**src/rtl/lmc_core_if.sv**
```systemverilog
// Little Man Computer bus bundle: program-load port plus the input and output
// valid/ready handshakes.
//   load_en/load_addr/load_data : program-load write port (honoured only while halted)
//   in_data/in_valid/in_ready   : input word for INP, ready while the core waits
//   out_data/out_valid/out_ready: registered output word from OUT
// master = environment side, slave = core side.
interface lmc_core_if #(
  parameter int unsigned DATA_WIDTH = 8,
  parameter int unsigned ADDR_WIDTH = 4
);
  logic                  load_en;
  logic [ADDR_WIDTH-1:0] load_addr;
  logic [DATA_WIDTH-1:0] load_data;
  logic [DATA_WIDTH-1:0] in_data;
  logic                  in_valid;
  logic                  in_ready;
  logic [DATA_WIDTH-1:0] out_data;
  logic                  out_valid;
  logic                  out_ready;

  modport master (
    output load_en, load_addr, load_data, in_data, in_valid, out_ready,
    input  in_ready, out_data, out_valid
  );

  modport slave (
    input  load_en, load_addr, load_data, in_data, in_valid, out_ready,
    output in_ready, out_data, out_valid
  );
endinterface

```
**src/rtl/lmc_core.sv**
```systemverilog
// Little Man Computer core: accumulator machine with 2**ADDR_WIDTH words of
// unified program/data memory, a fetch/execute sequencer and blocking I/O.
//   timer555 : sole clock, rising edge
//   rst_n    : asynchronous active-low reset (memory contents are kept)
//   start    : one-cycle pulse, starts execution at address 0 when halted
//   bus      : load port and in/out handshakes (lmc_core_if.slave)
//   acc, pc  : architectural registers
//   z_flag   : acc == 0;  pz_flag : acc MSB == 0
//   halted   : core is in the halt state
module lmc_core #(
  parameter int unsigned DATA_WIDTH = 8,
  parameter int unsigned ADDR_WIDTH = 4
) (
  input  logic                  timer555,
  input  logic                  rst_n,
  input  logic                  start,
  lmc_core_if.slave             bus,
  output logic [DATA_WIDTH-1:0] acc,
  output logic [ADDR_WIDTH-1:0] pc,
  output logic                  z_flag,
  output logic                  pz_flag,
  output logic                  halted
);

  localparam int unsigned Depth = 2 ** ADDR_WIDTH;

  // Opcode and operand fields must not overlap.
  if (DATA_WIDTH < ADDR_WIDTH + 4) begin : gen_bad_width
    $error("lmc_core: DATA_WIDTH must be at least ADDR_WIDTH+4");
  end

  localparam logic [3:0] OpHlt = 4'd0;
  localparam logic [3:0] OpAdd = 4'd1;
  localparam logic [3:0] OpSub = 4'd2;
  localparam logic [3:0] OpSta = 4'd3;
  localparam logic [3:0] OpLda = 4'd4;
  localparam logic [3:0] OpBra = 4'd5;
  localparam logic [3:0] OpBrz = 4'd6;
  localparam logic [3:0] OpBrp = 4'd7;
  localparam logic [3:0] OpInp = 4'd8;
  localparam logic [3:0] OpOut = 4'd9;

  typedef enum logic [2:0] {StHalt, StFetch, StExec, StWaitIn, StWaitOut} state_e;

  state_e                state_q, state_d;
  logic [ADDR_WIDTH-1:0] pc_q, pc_d;
  logic [DATA_WIDTH-1:0] acc_q, acc_d;
  logic [3:0]            ir_op_q, ir_op_d;
  logic [ADDR_WIDTH-1:0] ir_arg_q, ir_arg_d;
  logic [DATA_WIDTH-1:0] out_data_q, out_data_d;
  logic                  out_valid_q, out_valid_d;

  logic [DATA_WIDTH-1:0] mem_q [Depth];
  logic                  mem_we;
  logic [ADDR_WIDTH-1:0] mem_waddr;
  logic [DATA_WIDTH-1:0] mem_wdata;
  logic [DATA_WIDTH-1:0] mem_rdata;

  // Operand read is combinational so EXEC completes in one cycle.
  assign mem_rdata = mem_q[ir_arg_q];

  assign z_flag  = (acc_q == '0);
  assign pz_flag = ~acc_q[DATA_WIDTH-1];

  always_comb begin
    state_d     = state_q;
    pc_d        = pc_q;
    acc_d       = acc_q;
    ir_op_d     = ir_op_q;
    ir_arg_d    = ir_arg_q;
    out_data_d  = out_data_q;
    out_valid_d = out_valid_q;
    mem_we      = 1'b0;
    mem_waddr   = ir_arg_q;
    mem_wdata   = acc_q;

    case (state_q)
      StHalt: begin
        if (bus.load_en) begin
          mem_we    = 1'b1;
          mem_waddr = bus.load_addr;
          mem_wdata = bus.load_data;
        end
        if (start) begin
          state_d = StFetch;
          pc_d    = '0;
          acc_d   = '0;
        end
      end

      StFetch: begin
        ir_op_d  = mem_q[pc_q][DATA_WIDTH-1 -: 4];
        ir_arg_d = mem_q[pc_q][ADDR_WIDTH-1:0];
        pc_d     = pc_q + 1'b1;
        state_d  = StExec;
      end

      StExec: begin
        state_d = StFetch;
        case (ir_op_q)
          OpHlt: state_d = StHalt;
          OpAdd: acc_d = acc_q + mem_rdata;
          OpSub: acc_d = acc_q - mem_rdata;
          OpSta: mem_we = 1'b1;
          OpLda: acc_d = mem_rdata;
          OpBra: pc_d = ir_arg_q;
          OpBrz: if (z_flag) pc_d = ir_arg_q;
          OpBrp: if (pz_flag) pc_d = ir_arg_q;
          OpInp: state_d = StWaitIn;
          OpOut: begin
            out_data_d  = acc_q;
            out_valid_d = 1'b1;
            state_d     = StWaitOut;
          end
          default: ;  // 10-15 behave as NOP
        endcase
      end

      StWaitIn: begin
        if (bus.in_valid) begin
          acc_d   = bus.in_data;
          state_d = StFetch;
        end
      end

      StWaitOut: begin
        if (bus.out_ready) begin
          out_valid_d = 1'b0;
          state_d     = StFetch;
        end
      end

      default: state_d = StHalt;
    endcase
  end

  always_ff @(posedge timer555 or negedge rst_n) begin
    if (!rst_n) begin
      state_q     <= StHalt;
      pc_q        <= '0;
      acc_q       <= '0;
      ir_op_q     <= '0;
      ir_arg_q    <= '0;
      out_data_q  <= '0;
      out_valid_q <= 1'b0;
    end else begin
      state_q     <= state_d;
      pc_q        <= pc_d;
      acc_q       <= acc_d;
      ir_op_q     <= ir_op_d;
      ir_arg_q    <= ir_arg_d;
      out_data_q  <= out_data_d;
      out_valid_q <= out_valid_d;
    end
  end

  // No reset: program memory survives rst_n. Reset forces StHalt
  // asynchronously, so an in-flight STA never reaches this write.
  always_ff @(posedge timer555) begin
    if (mem_we) begin
      mem_q[mem_waddr] <= mem_wdata;
    end
  end

  assign acc           = acc_q;
  assign pc            = pc_q;
  assign halted        = (state_q == StHalt);
  assign bus.in_ready  = (state_q == StWaitIn);
  assign bus.out_data  = out_data_q;
  assign bus.out_valid = out_valid_q;

endmodule

```
**src/flat_wrapper.sv**
```systemverilog
// flat-port wrapper written by rule: the top's interface ports become plain ports
module lmc_core_flat 
#(
  parameter int unsigned DATA_WIDTH = 8,
  parameter int unsigned ADDR_WIDTH = 4
)
  (timer555, rst_n, start, acc, pc, z_flag, pz_flag, halted, bus_load_en, bus_load_addr, bus_load_data, bus_in_data, bus_in_valid, bus_out_ready, bus_in_ready, bus_out_data, bus_out_valid);
  lmc_core_if #(.DATA_WIDTH(DATA_WIDTH), .ADDR_WIDTH(ADDR_WIDTH)) bus_i ();
  input  logic timer555;
  input  logic rst_n;
  input  logic start;
  output logic [DATA_WIDTH-1:0] acc;
  output logic [ADDR_WIDTH-1:0] pc;
  output logic z_flag;
  output logic pz_flag;
  output logic halted;
  input wire logic [$bits(bus_i.load_en)-1:0] bus_load_en;
  input wire logic [$bits(bus_i.load_addr)-1:0] bus_load_addr;
  input wire logic [$bits(bus_i.load_data)-1:0] bus_load_data;
  input wire logic [$bits(bus_i.in_data)-1:0] bus_in_data;
  input wire logic [$bits(bus_i.in_valid)-1:0] bus_in_valid;
  input wire logic [$bits(bus_i.out_ready)-1:0] bus_out_ready;
  output wire logic [$bits(bus_i.in_ready)-1:0] bus_in_ready;
  output wire logic [$bits(bus_i.out_data)-1:0] bus_out_data;
  output wire logic [$bits(bus_i.out_valid)-1:0] bus_out_valid;
  assign bus_i.load_en = bus_load_en;
  assign bus_i.load_addr = bus_load_addr;
  assign bus_i.load_data = bus_load_data;
  assign bus_i.in_data = bus_in_data;
  assign bus_i.in_valid = bus_in_valid;
  assign bus_i.out_ready = bus_out_ready;
  assign bus_in_ready = bus_i.in_ready;
  assign bus_out_data = bus_i.out_data;
  assign bus_out_valid = bus_i.out_valid;
  lmc_core #(.DATA_WIDTH(DATA_WIDTH), .ADDR_WIDTH(ADDR_WIDTH)) u_core (.timer555(timer555), .rst_n(rst_n), .start(start), .bus(bus_i), .acc(acc), .pc(pc), .z_flag(z_flag), .pz_flag(pz_flag), .halted(halted));
endmodule
```
**config.mk**
```make
export PLATFORM = sky130hd
export DESIGN_NAME = lmc_core_flat
export DESIGN_NICKNAME = d
export VERILOG_FILES = /design/src/rtl/lmc_core_if.sv /design/src/rtl/lmc_core.sv /design/src/flat_wrapper.sv
export SDC_FILE = /design/constraint.sdc
export NUM_CORES = 1
export LEC_CHECK = 0
export CAP_MARGIN = 20
export CELL_PAD_IN_SITES_DETAIL_PLACEMENT = 0
export CELL_PAD_IN_SITES_GLOBAL_PLACEMENT = 1
export CORE_ASPECT_RATIO = 1.75
export CORE_MARGIN = 1.5
export CORE_UTILIZATION = 45
export DETAILED_ROUTE_END_ITERATION = 16
export GPL_TIMING_DRIVEN = 0
export PLACE_DENSITY_LB_ADDON = 0.1
export SYNTH_ARGS = -nofsm -noshare
export SYNTH_HDL_FRONTEND = slang
export SYNTH_SLANG_ARGS = --single-unit
export TNS_END_PERCENT = 20
```
**constraint.sdc**
```tcl
create_clock -name timer555 -period 5.5 [get_ports timer555]
set_clock_uncertainty 0.2 [all_clocks]
set_input_delay 1.1 -clock timer555 [delete_from_list [all_inputs] [get_ports timer555]]
set_output_delay 1.1 -clock timer555 [all_outputs]
set_load 0.01 [all_outputs]
```
==> run summary <==
The logs give 5381 for the number of vias in the routed layout and 64 for the number of rows in the core area. The cell-internal power was 3.52 mW. In this run the top signal layer used is met4. The cell with the most instances after synthesis was sky130_fd_sc_hd__edfxtp_1. Of all cell types, the one taking the most synthesized area is sky130_fd_sc_hd__edfxtp_1. The post-synthesis sequential area ratio is 0.572, and the number of enable flip-flop cells after synthesis is 128.

The tools report the number of global-route vias before repair as 5640. The slew at the pin closest to its max-slew limit is 1.10 ns. The congestion estimate from routability-driven global placement came to 0.935. The overflow left after global routing was 0. After clock tree synthesis, the flow added hold-fix buffers numbering 0. The total power consumption of the routed design is 5.90 mW, and the mean area per synthesized cell is 13.7 um^2. The iteration-0 DRC count of the detailed router was 439; the horizontal extent of the die was 105 um. Across the VDD grid, the largest voltage drop is 224 uV. At the end of the flow, the number of nets in the layout was 699.

The global-route wire length before repair is 33900 um, and the largest net degree at the start of global routing is 33. Ranked by instance count, the synthesized netlist is headed by sky130_fd_sc_hd__edfxtp_1 (128), sky130_fd_sc_hd__nand2_1 (78), sky130_fd_sc_hd__mux4_2 (48). The maximum net fanout on the critical path works out to 10. The die covers 18900 um^2. For the final routed database, the setup TNS stands at 0 ns. In the final routed layout, each cell accounts on average for 24.5 um. The worst slew slack as a fraction of its limit is 0.262. Port buffering added 50 buffers. For this run, the top clock speed supported by timing is 209 MHz. The number of slew-limit violations in the final report is 0. Clock latency on the worst-skew pair, taken at its later pin, is 0.43 ns.

TritonCTS built the clock tree. Setup repair after global routing left no endpoint under its margin. The floorplan step defined a core boundary enclosing 17500 um^2. The post-cts resize count came out at 0. The first detailed-routing pass took 5 iterations. When the netlist entered floorplanning its net count stood at 628. The fraction of power consumed by combinational cells was 0.511; the total number of yosys warnings was 0. The area growth from synthesis to final layout was 17.1%; the final worst-path cycle share was 0.871.

The clock transition time at the flip-flop clock pins of the worst setup and hold paths is 0.07 ns. Register bit total from synthesis: 160. The flow ran to the end, and the final reports show no timing, DRC or antenna violations.

The type of the most critical hold path was reg -> reg. The area share of the largest cell type after synthesis is 0.473. For this block, the routed nets add up to 22300 um of wire. Dividing total power by cell area gives a power density of 620 nW/um^2. The count of antenna-violating nets left after detailed routing is 0.

The root buffer cell is sky130_fd_sc_hd__clkbuf_16. For the arrival time reported for the critical path endpoint, the log shows 4.89 ns. The die height works out to 181 um.

During I/O placement, the number of pins put on the boundary was 51. The tools report the number of remaining DRC errors as 0. Clock period minus worst slack: 4.79 ns.

In the final routing, the length of wire on met1 measures 7950 um. The sequential power share was 0.289. The largest buffer count on any clock path was 2; the switching share of power was 0.404.

The worst setup path is captured at a register. The most frequently used flop master after synthesis was sky130_fd_sc_hd__edfxtp_1. The portion of total power attributed to the clock network was 0.201. The logs give 0.542 for the utilization after layout and 0 for the number of setup violations in the final report. The number of antenna diodes in the final layout is 0. The initial core utilization was 0.463. In this run the static leakage power is 3.24 nW. The wire length on met2 came out at 13000 um. Ranked by total cell area, the synthesized netlist is headed by sky130_fd_sc_hd__edfxtp_1 (47%), sky130_fd_sc_hd__mux4_2 (13%), sky130_fd_sc_hd__dfrtp_1 (9.9%), sky130_fd_sc_hd__mux2i_1 (4.3%), sky130_fd_sc_hd__nand2_1 (3.6%). The number of buffers added for setup after CTS is 0. Synthesis produced a netlist whose cell count is 592.

Dividing the detail-routed via count by the number of cells gives 5.93. STA classifies the critical path startpoint as a register. The mapped cell area is 8120 um^2, and the total number of H-tree levels is 4. The run gives 17200 um as the HPWL reported at the end of detailed placement. The number of clock buffers inserted by TritonCTS is 17, and the total of max-cap violations is 0. The fraction of final layout cells sized beyond drive strength 1 was 0.146. Clock tree synthesis found a total of 160 sinks. The post-synthesis async set-or-reset flop share is 0.200, and the final hold violation count is 0. The met3 wirelength from detailed routing is 777 um. The data required time at the worst endpoint is 5.60 ns. The run gives 49 as the number of distinct standard cells referenced by the synthesized netlist. The worst setup path is of the reg -> reg kind. The initial antenna violation count is 0. The switching power summed over all nets was 2.38 mW. The all-layer global routing usage came out at 0.248.
placed cells by master (no fill, tap or decap), types with 4 or more instances in the layout:
cell                              synthesis  routed
sky130_fd_sc_hd__edfxtp_1               128     128
sky130_fd_sc_hd__nand2_1                 78      78
sky130_fd_sc_hd__clkdlybuf4s50_1          0      49
sky130_fd_sc_hd__mux4_2                  48      48
sky130_fd_sc_hd__nor2_1                  39      39
sky130_fd_sc_hd__mux2i_1                 35      35
sky130_fd_sc_hd__dfrtp_1                 32      32
sky130_fd_sc_hd__o21ai_1                 29      31
sky130_fd_sc_hd__clkbuf_1                26      26
sky130_fd_sc_hd__o221ai_1                24      24
sky130_fd_sc_hd__a22oi_1                 18      18
sky130_fd_sc_hd__clkbuf_16                0      17
sky130_fd_sc_hd__a21oi_1                 13      13
sky130_fd_sc_hd__inv_1                   10      10
sky130_fd_sc_hd__xnor2_1                 10      10
sky130_fd_sc_hd__nor3_1                   9       9
sky130_fd_sc_hd__ha_1                     9       9
sky130_fd_sc_hd__mux2_2                   8       8
sky130_fd_sc_hd__buf_1                    7       7
sky130_fd_sc_hd__nand3_1                  7       7
sky130_fd_sc_hd__nor3b_1                  7       7
sky130_fd_sc_hd__buf_2                    4       5
sky130_fd_sc_hd__o21ai_0                  7       5
sky130_fd_sc_hd__inv_6                    0       5
sky130_fd_sc_hd__nand2b_1                 4       4
sky130_fd_sc_hd__xor2_1                   4       4
kinds of logic after synthesis:
| family | count (synthesis) | synth area share |
|---|---|---|
| AO/OA/AOI/OAI | 108 | 0.0932 |
| XOR/XNOR | 14 | 0.0151 |
| adder cells (fa/ha/maj) | 10 | 0.0163 |
| buffers and inverters | 49 | 0.0251 |
| flip-flops | 160 | 0.572 |
| multiplexers | 93 | 0.192 |
| AND/OR/NAND/NOR | 158 | 0.0861 |
power groups by stage:
stage / logic, mW / registers, mW / clock network [mW]
after floorplan: 2.11 / 1.71 / 0
after global placement: 2.96 / 1.73 / 0
after detailed placement: 3.03 / 1.73 / 0
after CTS: 3.04 / 1.70 / 1.19
after global routing: 3.30 / 1.72 / 1.24
final: 3.01 / 1.70 / 1.18
sequential cells by signal, summed over array words and instances, names as in the netlist:
register,flops
u_core.pc,4
u_core.ir_op_q,4
u_core.bus.out_valid,1
u_core.state_q,3
u_core.mem_q,128
u_core.ir_arg_q,4
u_core.bus.out_data,8
u_core.acc,8
final cells by class:
cell class | instances | area [um^2]
Buffer | 39 | 166
Multi-Input combinational cell | 383 | 3270
Clock inverter | 15 | 159
Sequential cell | 160 | 4640
Clock buffer | 17 | 425
Timing Repair Buffer | 52 | 514
Fill cell | 1460 | 8030
Tap cell | 231 | 289
Inverter | 10 | 37.5
metrics by stage:
step | cells | worst slack [ns] | hold WS, ns | area, um^2
2_1_floorplan | 592 | 1.62 | 0.316 | 8120
3_3_place_gp | 873 | 0.742 | 0.268 | 8910
3_5_place_dp | 875 | 0.709 | 0.278 | 8920
4_1_cts | 907 | 0.683 | 0.292 | 9510
5_1_grt | 907 | 0.408 | 0.316 | 9510
6_report | 907 | 0.712 | 0.285 | 9510
worst paths after layout:
kind / slack, ns / to / startpoint / depth (start not counted)
worst max-delay path: 0.71 / u_core.acc[7]$_DFFE_PN0P_ / u_core.ir_arg_q[1]$_DFFE_PN0P_ / 17
worst min-delay path: 0.28 / u_core.bus.out_data[0]$_DFFE_PN0P_ / u_core.bus.out_data[0]$_DFFE_PN0P_ / 2
worst max register to register: 0.71 / u_core.acc[7]$_DFFE_PN0P_ / u_core.ir_arg_q[1]$_DFFE_PN0P_ / 17
worst min register to register: 0.28 / u_core.bus.out_data[0]$_DFFE_PN0P_ / u_core.bus.out_data[0]$_DFFE_PN0P_ / 2
max in group asynchronous: 4.08 / u_core.acc[3]$_DFFE_PN0P_ / rst_n / 1
min in group asynchronous: 0.54 / u_core.bus.out_valid$_DFFE_PN0P_ / rst_n / 1
worst max-delay path, stage by stage, from the launching register on:
cell and delay (ns):
sky130_fd_sc_hd__dfrtp_1 0.36, sky130_fd_sc_hd__clkbuf_1 0.51, sky130_fd_sc_hd__buf_2 0.40, sky130_fd_sc_hd__mux4_2 0.34, sky130_fd_sc_hd__a22oi_1 0.22, sky130_fd_sc_hd__nand2_1 0.23, sky130_fd_sc_hd__inv_1 0.10, sky130_fd_sc_hd__ha_1 0.23
sky130_fd_sc_hd__mux2i_1 0.22, sky130_fd_sc_hd__ha_1 0.27, sky130_fd_sc_hd__nor2b_1 0.14, sky130_fd_sc_hd__o2111ai_1 0.18, sky130_fd_sc_hd__nand3_1 0.14, sky130_fd_sc_hd__o41a_1 0.40, sky130_fd_sc_hd__xnor2_1 0.16, sky130_fd_sc_hd__xnor2_1 0.22
sky130_fd_sc_hd__mux2i_1 0.25, sky130_fd_sc_hd__a22oi_2 0.06
routing by layer:
layer  up-vias  global-route usage
li1       2458                   -
met1      2724               0.259
met2       161               0.483
met3        38              0.0440
met4         0              0.0922
met5         -                   0
Note: power is estimated with default switching activity, not from simulation.
==> RTL edit 1: new RTL, config.mk and constraints unchanged <==
`ADDR_WIDTH` is set to 4 in 3 places; all go to 3.
--- a/src/rtl/lmc_core_if.sv
+++ b/src/rtl/lmc_core_if.sv
@@ -8,3 +8,3 @@
   parameter int unsigned DATA_WIDTH = 8,
-  parameter int unsigned ADDR_WIDTH = 4
+  parameter int unsigned ADDR_WIDTH = 3
 );
--- a/src/rtl/lmc_core.sv
+++ b/src/rtl/lmc_core.sv
@@ -11,3 +11,3 @@
   parameter int unsigned DATA_WIDTH = 8,
-  parameter int unsigned ADDR_WIDTH = 4
+  parameter int unsigned ADDR_WIDTH = 3
 ) (
--- a/src/flat_wrapper.sv
+++ b/src/flat_wrapper.sv
@@ -4,3 +4,3 @@
   parameter int unsigned DATA_WIDTH = 8,
-  parameter int unsigned ADDR_WIDTH = 4
+  parameter int unsigned ADDR_WIDTH = 3
 )
Interface: changed (resized bus_load_addr and pc); port bits go from 51 to 49. The function was not compared with the original's and may differ.
==> RTL edit 1 against the unedited design <==
Total power is 34% lower; final cell count is 34% lower; first-iteration DRC count is 66% lower; synthesized area is 38% lower; critical endpoint unchanged; worst setup slack better by 0.75 ns; sequential share of layout area is 4.3 points lower; worst hold slack better by 0.00052 ns; sequential cell count is 66 lower; design area is 37% lower; routed wire length is 42% lower; via count is 36% lower; synthesized cell count is 32% lower.
==> RTL edit 1: results (changes against the unedited design) <==
outcome: finished, final reports clean
Leak: 2.23 nW (-31%)
Worst-Skew Late Latency: 0.34 ns (-0.09 ns)
max FFs per register: 64 (-50%)
vias per inst: 5.81 (-2.1%)
EDFF count, synth: 64 (-50%)
DPL Wire Length: 9880 microns (-42%)
Wirelength per Cell: 21.7 microns (-11%)
Nets: 494 (-29%)
vias in the first global route: 3500 (-38%)
first drt pass iteration count: 5 (unchanged)
Area after DPL: 5710 sq um (-36%)
GP Congestion: 0.830 (-11%)
sequential area share after synthesis: 52.8% (-4.4 points)
Syn Nets: 435 (-31%)
setup bufs post-CTS: 0 (unchanged)
Post-synth ARST share: 31.9% (+12 points)
global-route wire length before repair: 19600 microns (-42%)
CTS clk-pin slew, worst paths: 0.07 ns (about the same)
clk buf depth: 2 (unchanged)
max_slew headroom: 32.8% (+6.6 points)
largest cells by area after synthesis: edfxtp_1 (38%), dfrtp_1 (15%), mux4_2 (10%), nor2_1 (3.2%), nand2_1 (3.0%)
share of layout cells above drive strength 1: 15.7% (+1.1 points)
n_diodes: 0 (unchanged)
post-synthesis adder-cell area fraction: 2.62% (+0.99 points)
Mean Syn Cell Area: 12.7 sq um (-7.7%)
DP Cell Count: 580 (-34%)
post-CTS sizing: 0 (unchanged)
compound-gate portion of the synthesized area: 11.0% (+1.7 points)
Worst path top cell family by delay: compound AO/OA/AOI/OAI gates
clock buffer count from CTS: 9 (-8)
CP max-delay cell: xnor3_1
largest net degree at the start of global routing: 31 (-6.1%)
GRT Overall Usage: 22.5% (-2.3 points)
Data arrival, critical path: 4.06 ns (-0.83 ns)
DR iter-0 viols: 151 (-66%)
drt total wl: 13000 microns (-42%)
Port Buffers: 48 (-4.0%)
Max rail drop VDD: 0.309 mV (+38%)
Netlist cell types: 61 (+24%)
Post-synth top cells: edfxtp_1 (64), nor2_1 (43), nand2_1 (40), dfrtp_1 (30), mux4_2 (23)
Largest stage delay, worst path: 0.48 ns (-0.03 ns)
mux cell area share after synthesis: 16.4% (-2.8 points)
H-Tree Depth: 3 (-1)
Post-Synth XOR/XNOR Area: 2.69% (+1.2 points)
worst-path fanout max: 8 (-2)
-- RTL edit 1: logic make-up (layout without fill, tap and decap cells) --
logic type	count (synthesis)	in the layout
adders and majority gates	10	10
DFF	94	94
AOI/OAI and AO/OA	81	81
muxes	51	51
xor gates and xnor gates	14	14
and+or+nand+nor	111	111
buffers and inverters	39	103
-- RTL edit 1: report_power, final --
group / internal (mW) / switching [mW] / leakage, nW
combinational: 1.03 / 1.19 / 1.13
clock: 0.355 / 0.270 / 0.141
sequential: 0.951 / 0.102 / 0.962
-- RTL edit 1: per-stage QoR --
| step | setup slack (ns) | hold slack [ns] | util [%] |
|---|---|---|---|
| after floorplan | 2.05 | 0.323 | - |
| after global placement | 1.23 | 0.271 | 51.7 |
| after detailed placement | 1.20 | 0.278 | 51.7 |
| after CTS | 1.41 | 0.293 | 54.4 |
| after global routing | 1.21 | 0.303 | 54.4 |
| final | 1.46 | 0.285 | 54.4 |
-- RTL edit 1: worst paths after layout --
| kind | slack [ns] | cells past startpoint | to | startpoint |
|---|---|---|---|---|
| worst min register to register | 0.29 | 2 | u_core.bus.out_data[7] | u_core.bus.out_data[7] |
| min in group asynchronous | 0.60 | 1 | u_core.bus.out_data[0] | rst_n |
| worst max register to register | 1.46 | 16 | u_core.acc[7] | u_core.ir_arg_q[2] |
| max in group asynchronous | 4.03 | 1 | u_core.ir_op_q[0] | rst_n |
| worst min-delay path | 0.29 | 2 | u_core.bus.out_data[7] | u_core.bus.out_data[7] |
| worst max-delay path | 1.46 | 16 | u_core.acc[7] | u_core.ir_arg_q[2] |
-- RTL edit 1: metal layers --
layer	part of all wire, %	GRT usage (%)	vias up
met2	55	43.0	94
li1	-	-	1626
met4	3.5	13.0	0
met5	0	0	-
met1	38	23.6	1717
met3	3.4	2.58	24
-- RTL edit 1: final cells by class --
| class | count | area [sq um] |
|---|---|---|
| Fill cell | 951 | 5040 |
| Sequential cell | 94 | 2670 |
| Multi-Input combinational cell | 267 | 2150 |
| Timing Repair Buffer | 48 | 475 |
| Clock buffer | 10 | 229 |
| Buffer | 24 | 171 |
| Tap cell | 132 | 165 |
| Inverter | 15 | 70.1 |
| Clock inverter | 6 | 67.6 |
-- RTL edit 1: tightest hold or removal path, delay by kind of cell (launching register included) --
kind               cells  cell delay, ns
and+or+nand+nor        1            0.04
AOI/OAI and AO/OA      1            0.06
DFF                    1            0.34
==> RTL edit 2: new RTL, same flow settings <==
Made on the original files. Put a register stage on the output `pz_flag`, with the module's reset. The value now appears one clock later. The other outputs are not delayed to match.
--- a/src/rtl/lmc_core.sv
+++ b/src/rtl/lmc_core.sv
@@ -25,2 +25,4 @@
   localparam int unsigned Depth = 2 ** ADDR_WIDTH;
+
+  logic pz_flag_d;
 
@@ -62,3 +64,3 @@
   assign z_flag  = (acc_q == '0);
-  assign pz_flag = ~acc_q[DATA_WIDTH-1];
+  assign pz_flag_d = ~acc_q[DATA_WIDTH-1];
 
@@ -107,3 +109,3 @@
           OpBrz: if (z_flag) pc_d = ir_arg_q;
-          OpBrp: if (pz_flag) pc_d = ir_arg_q;
+          OpBrp: if (pz_flag_d) pc_d = ir_arg_q;
           OpInp: state_d = StWaitIn;
@@ -171,2 +173,10 @@
 
+  always_ff @(posedge timer555 or negedge rst_n) begin
+    if (!rst_n) begin
+      pz_flag <= '0;
+    end else begin
+      pz_flag <= pz_flag_d;
+    end
+  end
+
 endmodule
Check against the original RTL: not equivalent (a bounded check fails within 4 cycles, from zero or initial values and one cycle with rst_n low).
==> RTL edit 2 against the unedited design <==
Largest cell class unchanged; critical endpoint unchanged; worst setup slack worse by 0.16 ns; non-clock buffer count down 4; clock power up 7%; routed wire length down 1.2%; synthesized area down 0.72%; total power up 5.3%; design area down 0.24%; sequential cell count up 1.
==> RTL edit 2: results (changes against the unedited design) <==
outcome: finished, final reports clean
Post-synth ARST share: 20.5% (+0.50 points)
global-route wire length before repair: 33100 microns (-2.5%)
Wirelength per Cell: 25.7 microns (+4.5%)
largest net degree at the start of global routing: 34 (+3.0%)
largest cells by area after synthesis: edfxtp_1 (48%), mux4_2 (20%), dfrtp_1 (10%), nand2_1 (3.2%), nor2_1 (1.8%)
Netlist cell types: 50 (+2.0%)
Post-synth top cells: edfxtp_1 (128), mux4_2 (71), nand2_1 (68), nor2_1 (39), dfrtp_1 (33)
max_slew headroom: 26.9% (+0.72 points)
Syn Nets: 577 (-8.1%)
cells after synthesis: 541 (-8.6%)
DR iter-0 viols: 457 (+4.1%)
mux cell area share after synthesis: 21.4% (+2.2 points)
compound-gate portion of the synthesized area: 7.14% (-2.2 points)
setup bufs post-CTS: 0 (unchanged)
EDFF count, synth: 128 (unchanged)
clock buffer count from CTS: 17 (unchanged)
worst-path fanout max: 10 (unchanged)
CTS root buf: clkbuf_16
n_diodes: 0 (unchanged)
Yosys warnings: 0 (unchanged)
final instance area: 9480 sq um (-0.24%)
Area after DPL: 8870 sq um (-0.62%)
DPL Wire Length: 16400 microns (-4.4%)
Data arrival, critical path: 5.08 ns (+0.19 ns)
FILL cells: 1445 (-1.0%)
share of layout cells above drive strength 1: 19.6% (+5.0 points)
Place WS: 0.589 ns (-0.119 ns)
post-synthesis adder-cell area fraction: 1.65% (+0.012 points)
GRT Overall Usage: 24.7% (-0.068 points)
via count: 5232 (-2.8%)
vias in the first global route: 5384 (-4.5%)
GP Congestion: 0.847 (-9.4%)
initial antenna violation count: 0 (unchanged)
DP Cell Count: 826 (-5.6%)
Leak: 3.21 nW (-0.77%)
Max rail drop VDD: 0.302 mV (+35%)
drt total wl: 22000 microns (-1.2%)
sequential area share after synthesis: 57.9% (+0.73 points)
Post-Synth XOR/XNOR Area: 1.30% (-0.21 points)
Nets: 650 (-7.0%)
RTL edit 2: cell types whose count changed in the layout (fill, tap and decap cells not counted), moves of 4 or more:
| cell | before | now |
|---|---|---|
| mux2i_1 | 35 | 1 |
| o21ai_1 | 31 | 1 |
| a222oi_1 | 0 | 4 |
| o221ai_1 | 24 | 0 |
| o21ai_0 | 5 | 17 |
| nand2_1 | 78 | 68 |
| a21oi_1 | 13 | 20 |
| nor3_1 | 9 | 13 |
| mux4_2 | 48 | 71 |
RTL edit 2: path summary, 6_finish.rpt:
kind                                   startpoint                      to  slack (ns)  cells after the start
setup / recovery               u_core.ir_arg_q[1]           u_core.acc[7]        0.56                     17
hold reg to reg            u_core.bus.out_data[0]  u_core.bus.out_data[0]        0.28                      2
setup reg to reg               u_core.ir_arg_q[1]           u_core.acc[7]        0.56                     17
hold / removal             u_core.bus.out_data[0]  u_core.bus.out_data[0]        0.28                      2
max in group asynchronous                   rst_n          u_core.pz_flag        4.07                      1
min in group asynchronous                   rst_n       u_core.state_q[2]        0.54                      1
RTL edit 2: layout make-up:
type                            count  area [sq um]  area share [%]
Buffer                             33           146            1.54
Clock buffer                       20           437            4.60
Clock inverter                     11           180            1.90
Inverter                           11          41.3           0.435
Multi-Input combinational cell    336          3200            33.8
Sequential cell                   161          4670            49.2
Tap cell                          231           289            3.05
Timing Repair Buffer               54           518            5.46
RTL edit 2: kinds of logic after synthesis:
| group | Yosys count |
|---|---|
| DFF | 161 |
| and+or+nand+nor | 150 |
| AOI/OAI and AO/OA | 83 |
| muxes | 81 |
| buffers and inverters | 44 |
| xor gates and xnor gates | 12 |
| adders and majority gates | 10 |
RTL edit 2: where the power goes:
part / internal, mW / total [mW] / switching [mW]
combinational: 1.35 / 3.13 / 1.79
sequential: 1.67 / 1.82 / 0.141
clock: 0.764 / 1.26 / 0.492
total: 3.79 / 6.21 / 2.42
RTL edit 2: critical path, stage by stage, from the launching register on:
cell      delay (ns)
dfrtp_1         0.36
clkbuf_1        0.54
buf_1           0.65
mux4_2          0.41
a22oi_1         0.21
nand2_1         0.20
inv_1           0.09
ha_1            0.21
nor2_1          0.08
xnor2_1         0.16
ha_1            0.33
o21ai_0         0.20
a21oi_1         0.11
or4_1           0.44
a31oi_1         0.22
xnor2_1         0.11
and3b_1         0.18
nor3_1          0.15
RTL edit 2: metal layers:
metal	global-route usage, %	up-vias	part of all wire (%)
met4	10.9	0	4.0
met5	0	-	0
met2	46.7	219	57
li1	-	2289	-
met3	4.59	48	4.6
met1	26.4	2676	35
